File: src/rtl/lsu_split_pkg.sv
// Shared encodings for the load/store unit: access info codes, FSM states, size helper.
package lsu_split_pkg;

  typedef enum logic [2:0] {
    LB  = 3'd0,
    LH  = 3'd1,
    LW  = 3'd2,
    LD  = 3'd3,
    LBU = 3'd4,
    LHU = 3'd5,
    LWU = 3'd6
  } lsu_info_e;

  typedef enum logic [1:0] {
    IDLE  = 2'd0,
    BEAT0 = 2'd1,
    BEAT1 = 2'd2,
    RESP  = 2'd3
  } lsu_state_e;

  function automatic logic [3:0] size_bytes(input logic [2:0] info);
    return 4'd1 << info[1:0];
  endfunction

endpackage

File: src/rtl/lsu_split_fmt.sv
// Load extractor: shifts the merged {hi,lo} bus words down by the byte offset,
// keeps the access size and sign- or zero-extends to the register width.
module lsu_fmt
  import lsu_split_pkg::*;
#(
  parameter int DATA_W = 64
) (
  input  logic [2*DATA_W-1:0] word_i,
  input  logic [2:0]          off_i,
  input  logic [2:0]          info_i,
  output logic [DATA_W-1:0]   result_o
);

  logic [DATA_W-1:0] sh;
  logic [DATA_W-1:0] msk;
  logic [7:0]        nb;
  logic              sgn;

  always_comb begin
    sh  = DATA_W'(word_i >> {off_i, 3'b000});
    nb  = 8'd8 << info_i[1:0];
    // a shift by the full width yields zero, so a full-width load keeps every bit
    msk = ~({DATA_W{1'b1}} << nb);
    case (info_i[1:0])
      2'd0:    sgn = sh[7];
      2'd1:    sgn = sh[15];
      2'd2:    sgn = sh[31];
      default: sgn = sh[DATA_W-1];
    endcase
    sgn      = sgn & ~info_i[2];
    result_o = (sh & msk) | ({DATA_W{sgn}} & ~msk);
  end

endmodule

File: src/rtl/lsu_split.sv
// Load/store unit with a registered bus request; accesses crossing a bus-word
// boundary are issued as two beats and merged before formatting.
module lsu_split
  import lsu_split_pkg::*;
#(
  parameter int DATA_W   = 64,
  parameter int ADDR_W   = 64,
  parameter int MMIO_BIT = 31,
  parameter bit SPLIT_EN = 1'b1
) (
  input  logic                clk,
  input  logic                rst,
  input  logic                req_valid_i,
  output logic                req_ready_o,
  input  logic                req_we_i,
  input  logic [2:0]          req_info_i,
  input  logic [ADDR_W-1:0]   req_addr_i,
  input  logic [DATA_W-1:0]   req_wdata_i,
  output logic                dreq_valid_o,
  output logic [ADDR_W-1:0]   dreq_addr_o,
  output logic [2:0]          dreq_size_o,
  output logic [DATA_W/8-1:0] dreq_strobe_o,
  output logic [DATA_W-1:0]   dreq_data_o,
  input  logic                dresp_data_ok_i,
  input  logic [DATA_W-1:0]   dresp_data_i,
  output logic                resp_valid_o,
  output logic [DATA_W-1:0]   resp_data_o,
  output logic                resp_misalign_o,
  output logic                skip_o,
  output logic                stall_req_o
);

  localparam int B  = DATA_W / 8;
  localparam int OW = $clog2(B);

  lsu_state_e        state_q;
  logic              we_q, skip_q, mis_q, cross_q;
  logic [2:0]        info_q;
  logic [ADDR_W-1:0] addr_q;
  logic [DATA_W-1:0] wdata_q, lo_q, hi_q;

  logic [2:0]          off_in, off;
  logic                illegal_in, cross_in, beat1;
  logic [2*B-1:0]      strb_w;
  logic [2*DATA_W-1:0] data_w;
  logic [ADDR_W-1:0]   base;
  logic [DATA_W-1:0]   fmt_res;

  function automatic logic crosses(input logic [2:0] o, input logic [2:0] info);
    return ({2'b00, o} + {1'b0, size_bytes(info)}) > 5'(B);
  endfunction

  assign off_in     = 3'(req_addr_i[OW-1:0]);
  assign off        = 3'(addr_q[OW-1:0]);
  assign illegal_in = (req_info_i == 3'd7) ||
                      ((DATA_W == 32) && (req_info_i == LD || req_info_i == LWU));
  assign cross_in   = crosses(off_in, req_info_i);

  // Rejected accesses still pass through BEAT0 with the bus gated off, so the
  // reply arrives with the same latency as a single-beat hit.
  always_ff @(posedge clk) begin
    if (rst) begin
      state_q <= IDLE;
      we_q    <= 1'b0;
      info_q  <= '0;
      addr_q  <= '0;
      wdata_q <= '0;
      skip_q  <= 1'b0;
      mis_q   <= 1'b0;
      cross_q <= 1'b0;
      lo_q    <= '0;
      hi_q    <= '0;
    end else begin
      case (state_q)
        IDLE: if (req_valid_i) begin
          we_q    <= req_we_i;
          info_q  <= req_info_i;
          addr_q  <= req_addr_i;
          wdata_q <= req_wdata_i;
          skip_q  <= ~req_addr_i[MMIO_BIT];
          mis_q   <= illegal_in || (cross_in && (SPLIT_EN == 1'b0));
          cross_q <= cross_in;
          lo_q    <= '0;
          hi_q    <= '0;
          state_q <= BEAT0;
        end
        BEAT0: begin
          if (mis_q) state_q <= RESP;
          else if (dresp_data_ok_i) begin
            lo_q    <= dresp_data_i;
            state_q <= cross_q ? BEAT1 : RESP;
          end
        end
        BEAT1: if (dresp_data_ok_i) begin
          hi_q    <= dresp_data_i;
          state_q <= RESP;
        end
        default: state_q <= IDLE;
      endcase
    end
  end

  assign beat1  = (state_q == BEAT1);
  assign strb_w = ~({(2*B){1'b1}} << size_bytes(info_q)) << off;
  assign data_w = {{DATA_W{1'b0}}, wdata_q} << {off, 3'b000};
  assign base   = addr_q & ~ADDR_W'(B - 1);

  assign req_ready_o   = (state_q == IDLE);
  assign stall_req_o   = (state_q != IDLE);
  assign dreq_valid_o  = ((state_q == BEAT0) && !mis_q) || beat1;
  assign dreq_addr_o   = dreq_valid_o ? base + (beat1 ? ADDR_W'(B) : '0) : '0;
  assign dreq_size_o   = dreq_valid_o ? {1'b0, info_q[1:0]} : 3'd0;
  assign dreq_strobe_o = (dreq_valid_o && we_q) ? (beat1 ? strb_w[2*B-1:B] : strb_w[B-1:0]) : '0;
  assign dreq_data_o   = dreq_valid_o ? (beat1 ? data_w[2*DATA_W-1:DATA_W] : data_w[DATA_W-1:0]) : '0;

  lsu_fmt #(.DATA_W(DATA_W)) u_fmt (
    .word_i   ({hi_q, lo_q}),
    .off_i    (off),
    .info_i   (info_q),
    .result_o (fmt_res)
  );

  assign resp_valid_o    = (state_q == RESP);
  assign resp_misalign_o = resp_valid_o && mis_q;
  assign skip_o          = resp_valid_o && skip_q;
  assign resp_data_o     = (resp_valid_o && !we_q && !mis_q) ? fmt_res : '0;

endmodule
File: config.mk
export PLATFORM = sky130hd
export DESIGN_NAME = lsu_split
export DESIGN_NICKNAME = d
export VERILOG_FILES = /design/src/rtl/lsu_split_pkg.sv /design/src/rtl/lsu_split_fmt.sv /design/src/rtl/lsu_split.sv
export SDC_FILE = /design/constraint.sdc
export NUM_CORES = 1
export LEC_CHECK = 0
export ABC_CLOCK_PERIOD_IN_PS = 3600
export BUFFER_PORTS_ARGS = -buffer_cell sky130_fd_sc_hd__buf_2
export CAP_MARGIN = 25
export CORE_AREA = 2 2 223 313
export DETAILED_ROUTE_END_ITERATION = 10
export DIE_AREA = 0 0 225 315
export PLACE_DENSITY_LB_ADDON = 0.05
export RECOVER_POWER = 100
export SETUP_SLACK_MARGIN = 0.5
export SYNTH_ARGS = -nofsm -noshare
export SYNTH_HDL_FRONTEND = slang
export SYNTH_SLANG_ARGS = --single-unit
File: constraint.sdc
create_clock -name clk -period 3.6 [get_ports clk]
set_input_delay 0.36 -clock clk [delete_from_list [all_inputs] [get_ports clk]]
set_output_delay 0.36 -clock clk [all_outputs]
set_load 0.01 [all_outputs]
==> metrics.md, run 1 <==
| Metric | Value |
|---|---|
| Root buffer cell | clkbuf_16 |
| Register area share after synthesis | 0.305 |
| Max Freq | slightly below 300 MHz |
| RR Endpoint | lo_q[58]$_SDFFE_PP0P_ |
| Count of different cell masters after synthesis | 61 |
| Cells after Synth | approximately 2,200 |
| Post-DR wirelength/cell | around 26 um |
| Least-Margin Pin Slew | 1.24 ns |
| Critical path peak fanout | 8 |
| Worst EP arrival | roughly 3.0 ns |
| DRC viols | 0 |
| Worst Slack Setup Final | ~0.21 ns |
| Worst Setup End Kind | primary output |
| Syn-to-layout area delta | 36.2% |
| DR iter-0 viols | 1,198 |
| Routed vias | about 19,000 |
| Io pins | between 400 and 500 |
| Post-Syn Area | approximately 17,000 sq um |
| Endpoints failing hold | 0 |
| Final period util | 0.942 |
| Die area | between 70,000 and 80,000 sq um |
| Clock Skew | approximately 0.026 ns |
| CP startpoint | state_q[0]$_SDFFE_PP0P_ |
| CTS Sinks | 257 |
| Setup violators final | 0 |
| Power per cell area | 620 nW/um^2 |
| Global route overflow | 0 |
| Setup CP Type | register to primary output |
| Fraction of layout cells with a size suffix above 1 | 0.303 |
| Post-DP HPWL | 63.9 mm |
| Register-to-Register Path Depth | 7 |
| Hold path startpoint | req_addr_i[34] |
| Drt via density | approximately 5.4 |
| GRT Util Overall | 0.240 |
| Worst r2r src | state_q[0]$_SDFFE_PP0P_ |
| Die H | ~320 um |
| FFs w/ async S/R, synth | 0 |
| Clock buffer count from CTS | 34 |
| Outcome | completed |
| Worst slack, placed | between 0.3 and 0.4 ns |
| Leakage | around 8.3 nW |
| Final core utilization | 0.336 |
| Number of buffer cells added on primary ports | just over 400 |
| CTS tree | yes |
| Number of synthesized flops with an enable pin | 0 |
| Max-Cap Viols | 0 |
| RSZ-0062 raised after global routing | yes |
| Rows | roughly 110 |
| DRT Wirelength | just under 90 mm |
| First-pass DRT Iterations | 5 |
| H-tree Lvls | 2 |
| Starting Density | 0.247 |
| ANT nets after route | 0 |
| Yosys warns | 0 |
| CTS max path bufs | 3 |
| First-pass GRT wire length | about 130 mm |
| #FFs+latches synth | between 200 and 300 |
| Post-layout min period | around 3.4 ns |
| Relative slew margins | 0.168 |
| Clock transition at path regs | ~0.06 ns |
| Die W | about 230 um |
| Worst-Skew Late Latency | ~0.56 ns |
| Top FF cell, synth | dfxtp_1 |
| R2R setup slack | roughly 0.4 ns |
| TNS Setup | 0 ns |
| Core area | about 70,000 sq um |
| Worst hold path class | input pin to register |
| CP Launch Type | register |
| Final nets | 2,769 |
| Pin count of the biggest net entering global routing | 95 |
| Hold depth | 3 |
| Data required, critical path | between 3 and 4 ns |
| RePlAce Congestion | slightly above 0.9 |
| Peak VDD IR | roughly 0.00060 V |
| Initial antenna violation count | 21 |
| Vias in the first global route | between 15,000 and 20,000 |
| Max Slew Vio Count | 0 |
| Syn avg cell area | 7.65 sq um |
| Crit path to | dreq_data_o[40] |
[repair_timing]
item,CTS,global route
gates resized for setup,180,176
pin swaps,64,64
hold endpoints to repair,2,0
buffers inserted,34,16
setup endpoints to repair,197,180
gates cloned,7,7
hold buffers,2,0
[power by group]
part           total [mW]  switching, mW  leakage, nW  internal, mW
clock network        3.49           1.45        0.567          2.05
logic                6.60           4.41         5.62          2.19
registers            4.14          0.790         2.10          3.35
[worst min path at each step]
stage,to
2_1_floorplan,hi_q[48]$_SDFFE_PP0P_
3_3_place_gp,lo_q[3]$_SDFFE_PP0P_
3_5_place_dp,lo_q[3]$_SDFFE_PP0P_
4_1_cts,addr_q[34]$_SDFFE_PP0P_
5_1_grt,addr_q[11]$_SDFFE_PP0P_
6_report,addr_q[34]$_SDFFE_PP0P_
[cell usage after synthesis, types with 3 or more instances]
| cell type | count | area, sq um |
|---|---|---|
| and4_1 | 8 | 70.1 |
| or2_2 | 5 | 31.3 |
| or3_1 | 7 | 43.8 |
| o21ai_0 | 39 | 195 |
| mux4_2 | 90 | 2030 |
| a2bb2oi_1 | 9 | 78.8 |
| nand2b_1 | 5 | 31.3 |
| a22oi_1 | 18 | 135 |
| o31ai_1 | 13 | 97.6 |
| and3_1 | 4 | 25.0 |
| a221oi_1 | 9 | 78.8 |
| and2_1 | 8 | 50.1 |
| xnor2_1 | 33 | 289 |
| buf_1 | 33 | 124 |
| a21o_1 | 10 | 75.1 |
| o2bb2ai_1 | 16 | 140 |
| buf_4 | 4 | 30.0 |
| nor2b_1 | 6 | 37.5 |
| nor2_1 | 137 | 514 |
| nand4_1 | 20 | 125 |
| ha_1 | 10 | 125 |
| or4_1 | 16 | 120 |
| a31oi_1 | 9 | 56.3 |
| a22o_1 | 8 | 70.1 |
| nor4_1 | 20 | 125 |
| a211oi_1 | 3 | 22.5 |
| nor3_1 | 23 | 115 |
| mux2i_1 | 65 | 651 |
| inv_1 | 18 | 67.6 |
| o211ai_1 | 11 | 82.6 |
| dfxtp_1 | 257 | 5140 |
| a21oi_1 | 302 | 1510 |
| a311oi_1 | 15 | 131 |
| xor2_1 | 10 | 87.6 |
| clkbuf_1 | 161 | 604 |
| o22ai_1 | 59 | 369 |
| mux2_2 | 36 | 405 |
| nand3_1 | 148 | 741 |
| nand2_1 | 520 | 1950 |
| buf_2 | 15 | 75.1 |
[through the flow]
stage / area [sq um] / total power, mW / std cells / hold slack [ns]
4_1_cts: 22200 / 14.2 / 3427 / 0.000615
6_report: 23000 / 14.2 / 3462 / 0.0421
3_3_place_gp: 19800 / 10.2 / 3326 / 0.446
2_1_floorplan: 16900 / 7.69 / 2208 / 0.429
3_5_place_dp: 19800 / 10.3 / 3326 / 0.449
5_1_grt: 23000 / 15.0 / 3462 / 0.0186
[metal layers]
metal / wire, um / up-vias / GRT usage
met4: 4730 / 12 / 0.117
met5: 77 / - / 0
met1: 33200 / 9289 / 0.264
li1: - / 8645 / -
met3: 4110 / 185 / 0.0341
met2: 47200 / 648 / 0.448
[worst max-delay path: stages, from the launching register on]
cell        delay, ns
dfxtp_1          0.35
clkinvlp_2       0.17
ha_4             0.22
buf_4            0.15
nor3b_1          0.35
buf_4            0.24
nand2b_4         0.14
o22ai_1          0.37
nand2_1          0.09
o21ai_1          0.20
clkbuf_1         0.19
[logic make-up (layout without fill, tap and decap cells)]
group,Yosys count,count (layout),synth area share
simple gates,936,942,0.240
compound gates,531,531,0.185
flops,257,257,0.305
buf+inv,235,601,0.0552
mux,191,191,0.183
xor+xnor,43,43,0.0223
fa+ha+maj,11,11,0.00861
other cells,1,16,0.000222
[state kept, by name, summed over array words and instances, names as in the netlist, 2 cells and up]
signal,count
lo_q,64
wdata_q,64
info_q,3
hi_q,56
state_q,2
addr_q,64
[cell usage in the layout (no fill, tap or decap), drive strengths merged, types with 21 or more instances in the layout]
cell type	n
a21oi	302
buf	405
clkbuf	162
dfxtp	257
mux2	36
mux2i	65
mux4	90
nand2	520
nand3	150
nand4	21
nor2	138
nor3	23
o21ai	40
o22ai	59
xnor2	33
[layout make-up]
class | instances | area [sq um]
diodes | 12 | 30.0
well taps | 870 | 1090
inverters | 20 | 80.1
flip-flops and latches | 257 | 5170
fillers | 7399 | 45400
clock inverters | 11 | 80.1
clock buffers | 47 | 1050
multi-input cells | 1722 | 12100
repair buffers | 523 | 3390
(Power assumes the default switching activity.)
==> inputs of run 2 (changes only) <==
Settings changed: CELL_PAD_IN_SITES_DETAIL_PLACEMENT from default to 1, CELL_PAD_IN_SITES_GLOBAL_PLACEMENT from default to 1.
==> run 2 against run 1 <==
  * The run now ends with max-capacitance violations, max-slew violations left
  * Register-to-register slack is essentially flat
  * Sequential share of layout area shrank 0.54 points
  * Clock skew shrank 0.0099 ns
  * Sequential power grew 1%
  * Die area is the same
  * Clock power grew 8.3%
  * Core utilization grew 0.92 points
  * Largest cell class unchanged
  * Highest routed layer unchanged
==> metrics.md, run 2 (same netlist as run 1, synthesis figures left out) <==
| Metric | Value |
|---|---|
| Failing checks | max-capacitance violations, max-slew violations |
| FILL cells | 8,132 (+9.9%) |
| Initial antenna violation count | 17 (-19%) |
| Endpoints failing hold | 0 (unchanged) |
| RePlAce Congestion | 0.925 (+1.8%) |
| Fraction of layout cells with a size suffix above 1 | 0.358 (+0.0555) |
| Multi-input gate area | 12,200 sq um (+1.4%) |
| Die W | 225 um (unchanged) |
| Max Slew Vio Count | 41 (+41) |
| Worst Setup End Kind | primary output |
| Leakage | 8.80 nW (+6.2%) |
| Worst slack, placed | 0.316 ns (-0.0556 ns) |
| Max Freq | 303 MHz (+2.6%) |
| DR iter-0 viols | 1,027 (-14%) |
| Critical path peak fanout | 5 (-3) |
| Core area | 68,300 sq um (unchanged) |
| Logic pwr share | 0.465 (about the same) |
| Post-layout min period | 3.31 ns (-0.0864 ns) |
| Post-DR wirelength/cell | 26.7 um (+3.5%) |
| TNS Setup | 0 ns (unchanged) |
| CP Launch Type | register |
| Clk network pwr share | 0.254 (+0.009) |
| First-pass DRT Iterations | 5 (unchanged) |
| Global route overflow | 0 (unchanged) |
| Clock buffer count from CTS | 35 (+2.9%) |
| Worst Slack Setup Final | 0.295 ns (+0.0864 ns) |
| RSZ-0062 raised after global routing | yes |
| Worst EP arrival | 2.95 ns (-0.08 ns) |
| Non-filler cells in the finished layout | 3,475 (+0.38%) |
| Most common cell after layout, fill and taps aside | nand2_1 |
| DRT Wirelength | 92.8 mm (+3.9%) |
| Commonest non-fill, non-tap cells in the layout | 515 x nand2_1, 370 x buf_2, 288 x a21oi_1, 240 x dfxtp_1, 143 x nand3_1 |
| Max-Cap Viols | 1 (+1) |
| CTS tree | yes |
| First-pass GRT wire length | 132 mm (+5.6%) |
| Starting Density | 0.247 (unchanged) |
| Routed vias | 18,800 (+0.15%) |
| Int Pwr | 8.04 mW (+6.0%) |
| Syn-to-layout area delta | 39.9% |
| Final nets | 2,781 (+0.43%) |
| Vias in the first global route | 19,800 (+5.8%) |
| Outcome | finished with violations |
| Setup CP Type | register to primary output |
| Reg power frac | 0.281 (-0.010) |
| Post-DP HPWL | 67.1 mm (+5.0%) |
| ANT nets after route | 0 (unchanged) |
| Final core utilization | 0.345 (+0.00921) |
| Least-Margin Pin Slew | 1.73 ns (+0.489 ns) |
| Register area | 5190 sq um (+0.29%) |
| CTS Sinks | 257 (unchanged) |
| Switching Share | 0.460 (-0.00716) |
| Drt via density | 5.41 (-0.23%) |
| Worst-Skew Late Latency | 0.56 ns (about the same) |
| Clock Skew | 0.0161 ns (-0.00994 ns) |
| Peak VDD IR | 0.000651 V (+7.7%) |
| Pin count of the biggest net entering global routing | 96 (+1.1%) |
| DRC viols | 0 (unchanged) |
| CTS max path bufs | 3 (unchanged) |
| Final period util | 0.918 (-0.0240) |
| Number of buffer cells added on primary ports | 404 (unchanged) |
| Post-Place Cells | 3,321 (-0.15%) |
| Root buffer cell | clkbuf_16 |
| Die H | 315 um (unchanged) |
| Largest registers | addr_q x64, lo_q x64, wdata_q x64 |
| Power per cell area | 631 nW/um^2 (+1.8%) |
| Die area | 70,900 sq um (unchanged) |
| Tot Pwr | 14.9 mW (+4.6%) |
| GRT Util Overall | 0.252 (+0.0117) |
| Data required, critical path | 3.24 ns (about the same) |
| NetSw | 6.84 mW (+2.9%) |
| Setup violators final | 0 (unchanged) |
| Worst hold path class | input pin to register |
| Relative slew margins | -0.156 (-0.323) |
| Clock transition at path regs | 0.06 ns (about the same) |
| H-tree Lvls | 2 (unchanged) |
| Io pins | 409 (unchanged) |
| Rows | 114 (unchanged) |
run 2: cell types whose count changed in the layout (fill, tap and decap cells not counted), moves of 8 or more:
cell | before | now
buf_2 | 285 | 370
buf_4 | 57 | 88
o21ai_0 | 37 | 29
o22ai_2 | 14 | 5
buf_6 | 41 | 49
clkbuf_1 | 101 | 3
run 2: path summary, 6_finish.rpt:
kind                                         startpoint                      end  slack [ns]  depth (start not counted)
worst min register to register     lo_q[4]$_SDFFE_PP0P_     lo_q[4]$_SDFFE_PP0P_        0.45                          2
worst max-delay path            state_q[0]$_SDFFE_PP0P_          dreq_addr_o[43]        0.29                          9
worst max register to register  state_q[0]$_SDFFE_PP0P_  addr_q[28]$_SDFFE_PP0P_        0.39                          8
worst min-delay path                           req_we_i        we_q$_SDFFE_PP0P_        0.03                          3
run 2: routing by layer:
metal / global-route usage / vias up / part of all wire
met5: 0 / - / 0.00086
met2: 0.463 / 568 / 0.52
li1: - / 8668 / -
met3: 0.0342 / 192 / 0.040
met4: 0.137 / 12 / 0.061
met1: 0.277 / 9367 / 0.38
run 2: worst max-delay path: stages (launching register included):
cell and delay [ns]:
dfxtp_1 0.33, clkinvlp_2 0.12, ha_4 0.15, ha_4 0.14, ha_4 0.13, nand4_1 0.16
or3_4 0.43, or4_4 0.54, o21ai_4 0.24, buf_6 0.14
run 2: power groups by stage:
stage / logic, mW / clock network, mW / registers, mW
floorplan: 3.93 / 0 / 3.76
global placement: 6.05 / 0 / 4.23
detailed placement: 6.11 / 0 / 4.25
CTS: 6.64 / 3.90 / 4.18
global route: 7.48 / 4.02 / 4.23
finish: 6.92 / 3.78 / 4.18
run 2: what timing repair did:
item                       CTS  global route
hold buffers                 0             0
gates cloned                 6             8
setup endpoints to repair  175           143
setup buffers               47            21
pin swaps                   48            71
gates resized for setup    181           182
run 2: cell type report:
type,instances,share of cell area
multi-input combinational,1719,0.519
clock buffer,46,0.0432
tap,870,0.0461
sequential,257,0.220
inverter,20,0.00361
timing repair buffer,537,0.158
clock inverter,17,0.00912
antenna,9,0.000954
run 2: through the flow:
stage	cell area (sq um)	hold slack, ns
floorplan	16900	0.429
global placement	19700	0.448
detailed placement	19700	0.446
CTS	22400	0.00349
global route	23600	0.0228
finish	23600	0.0328
==> inputs of run 3 (changes only) <==
Settings changed: ABC_AREA from default to 1, CORE_AREA 2 2 223 313 to 2 2 226 317, DIE_AREA 0 0 225 315 to 0 0 228 319, GPL_TIMING_DRIVEN from default to 0.
==> run 3 against run 2 <==
  * The flow now finishes without violations
  * Clock skew grew 0.0033 ns
  * Non-clock buffer count increased by 182
  * Global-route usage up 11 points
  * Critical path type is now register to register
  * Critical endpoint is now lo_q[62]$_SDFFE_PP0P_
==> metrics.md, run 3 <==
| Metric | Value |
|---|---|
| Outcome | completed |
| FILL cells | 9,142 (+12%) |
| Endpoints failing hold | 0 (unchanged) |
| Largest registers | addr_q x64, lo_q x64, wdata_q x64 |
| Power per cell area | 826 nW/um^2 (+31%) |
| CP dominant cell by count | nand2_1 |
| Worst EP arrival | 3.83 ns (+0.88 ns) |
| Clock Skew | 0.0194 ns (+0.00327 ns) |
| Io pins | 409 (unchanged) |
| Routed vias | 23,500 (+25%) |
| Initial antenna violation count | 6 (-11) |
| Non-filler cells in the finished layout | 4,345 (+25%) |
| Critical path peak fanout | 10 (+5) |
| Cells after Synth | 2,865 (+30%) |
| Setup CP Type | register to register |
| Most frequent cell after synthesis | nand2_1 |
| Max Slew Vio Count | 0 (-100%) |
| ANT nets after route | 0 (unchanged) |
| GRT Util Overall | 0.364 (+0.113) |
| Largest stage delay, worst path | 0.66 ns (+0.12 ns) |
| Top post-synthesis cells by count | 617 x nand2_1, 345 x nor2_1, 342 x o21ai_0 |
| Vias in the first global route | 24,700 (+25%) |
| Post-Syn Area | 17,300 sq um (+2.8%) |
| Crit path cell chain | inv_1, clkbuf_4, ha_1, nand2_1, o21ai_0, nand2_1, clkinvlp_2, clkbuf_1, nand3_1, a21oi_1 |
| Root buffer cell | clkbuf_16 |
| Number of buffer cells added on primary ports | 403 (-0.25%) |
| First-pass GRT wire length | 188 mm (+42%) |
| Leakage | 9.14 nW (+3.8%) |
| Synth area leader | dfxtp_1 |
| #FFs+latches synth | 257 (unchanged) |
| Synth top area cells | dfxtp_1 30%, nand2_1 13%, o21ai_0 9.9%, a21oi_1 9.0%, nor2_1 7.5% |
| Worst Slack Setup Final | 0.234 ns (-0.0611 ns) |
| Worst Setup End Kind | register |
| Count of different cell masters after synthesis | 43 (-30%) |
| DRC viols | 0 (unchanged) |
| Diode count | 0 (-9) |
| Worst hold path class | input pin to register |
| Final nets | 3,598 (+29%) |
| H-tree Lvls | 1 (-1) |
| Drt via density | 5.41 (about the same) |
| Syn avg cell area | 6.05 sq um (-21%) |
| Fin Hold WS | 0.0129 ns (-0.0199 ns) |
| DRT Wirelength | 137 mm (+48%) |
| Die W | 228 um (+1.3%) |
| Most common cell after layout, fill and taps aside | nand2_1 |
| Register area share after synthesis | 0.297 (-0.00828) |
| Number of synthesized flops with an enable pin | 0 (unchanged) |
| Setup violators final | 0 (unchanged) |
| Relative slew margins | 0.257 (+0.413) |
| Die H | 319 um (+1.3%) |
| Fraction of layout cells with a size suffix above 1 | 0.211 (-0.147) |
| Starting Density | 0.248 (+0.00106) |
| Post-DP HPWL | 113 mm (+68%) |
| TNS Setup | 0 ns (unchanged) |
| FFs w/ async S/R, synth | 0 (unchanged) |
| Rows | 115 (+0.88%) |
| Yosys warns | 0 (unchanged) |
| RePlAce Congestion | 1.01 (+8.8%) |
| RSZ-0062 raised after global routing | yes |
| Commonest non-fill, non-tap cells in the layout | 598 x nand2_1, 312 x nor2_1, 309 x buf_2, 293 x o21ai_0, 290 x a21oi_1 |
| Peak VDD IR | 0.000413 V (-37%) |
| Final period util | 0.935 (+0.0170) |
| CTS tree | yes |
| Max Freq | 297 MHz (-1.8%) |
| Clock transition at path regs | 0.06 ns (about the same) |
| Post-Place Cells | 4,212 (+27%) |
| Top FF cell, synth | dfxtp_1 |
| Clock buffer count from CTS | 30 (-14%) |
| Post-layout min period | 3.37 ns (+0.0611 ns) |
| Die area | 72,700 sq um (+2.6%) |
| Final Instance Area | 23,600 sq um (+0.19%) |
| R2R setup slack | 0.23 ns (-0.16 ns) |
| Worst-Skew Late Latency | 0.63 ns (+0.07 ns) |
| Global route overflow | 0 (unchanged) |
| Least-Margin Pin Slew | 1.11 ns (-0.619 ns) |
| Final core utilization | 0.338 (-0.00729) |
| DR iter-0 viols | 1,235 (+20%) |
| Share of the synthesized area in the top cell type | 0.297 (-0.00828) |
| CTS Sinks | 257 (unchanged) |
| Syn-to-layout area delta | 36.4% |
| Pin count of the biggest net entering global routing | 15 (-84%) |
| Post-DR wirelength/cell | 31.5 um (+18%) |
| Worst slack, placed | -0.239 ns (-0.555 ns) |
| Tot Pwr | 19.5 mW (+31%) |
| CP Launch Type | register |
| Slowest CP cell | clkinvlp_2 |
| Core area | 69,900 sq um (+2.4%) |
| Data required, critical path | 4.06 ns (+0.82 ns) |
| Max-Cap Viols | 0 (-1) |
| DP Area | 20,600 sq um (+4.5%) |
| CTS max path bufs | 3 (unchanged) |
| First-pass DRT Iterations | 6 (+1) |
==> run 3: cell families after synthesis <==
family,count (synthesis),synth area share
compound gates,898,0.283
xor+xnor,30,0.0152
fa+ha+maj,11,0.00837
buf+inv,418,0.0974
flops,257,0.297
mux,11,0.00635
other cells,1,0.000216
simple gates,1239,0.292
==> run 3: timing repair <==
action	in CTS	in global routing
setup buffers	34	13
hold endpoints to repair	31	0
hold buffers	31	0
setup endpoints to repair	237	254
pin swaps	29	37
gates resized for setup	344	212
==> run 3: per-layer routing <==
| metal | part of all wire | track usage |
|---|---|---|
| met5 | 0.00018 | 0 |
| met4 | 0.10 | 0.289 |
| met3 | 0.048 | 0.0534 |
| met2 | 0.49 | 0.654 |
| met1 | 0.36 | 0.378 |
==> run 3: final cells by class <==
cell class / instances / area, sq um / share of cell area
multi-input combinational: 2193 / 11400 / 0.482
clock buffer: 43 / 921 / 0.0390
sequential: 257 / 5150 / 0.218
buffer: 232 / 1440 / 0.0607
inverter: 186 / 721 / 0.0305
tap: 936 / 1170 / 0.0495
clock inverter: 11 / 140 / 0.00593
timing repair buffer: 487 / 2710 / 0.115
==> run 3: worst max-delay path: cells and delay by family, from the launching register on <==
| family | cells | cell delay [ns] |
|---|---|---|
| AO/OA/AOI/OAI | 2 | 0.25 |
| adder cells (fa/ha/maj) | 1 | 0.26 |
| buffers and inverters | 4 | 1.40 |
| flip-flops | 1 | 0.35 |
| AND/OR/NAND/NOR | 3 | 0.93 |
==> run 3: report_power, final <==
part | internal [mW] | total, mW | switching [mW]
clock network | 1.98 | 3.39 | 1.41
logic | 3.08 | 11.8 | 8.75
registers | 3.57 | 4.30 | 0.724
==> run 3: worst paths after layout <==
| check | startpoint | to | depth (start not counted) |
|---|---|---|---|
| worst min-delay path | req_addr_i[9] | addr_q[9]$_SDFFE_PP0P_ | 3 |
| worst min register to register | lo_q[0]$_SDFFE_PP0P_ | lo_q[0]$_SDFFE_PP0P_ | 2 |
| worst max register to register | state_q[0]$_SDFFE_PP0P_ | lo_q[62]$_SDFFE_PP0P_ | 10 |
| worst max-delay path | state_q[0]$_SDFFE_PP0P_ | lo_q[62]$_SDFFE_PP0P_ | 10 |
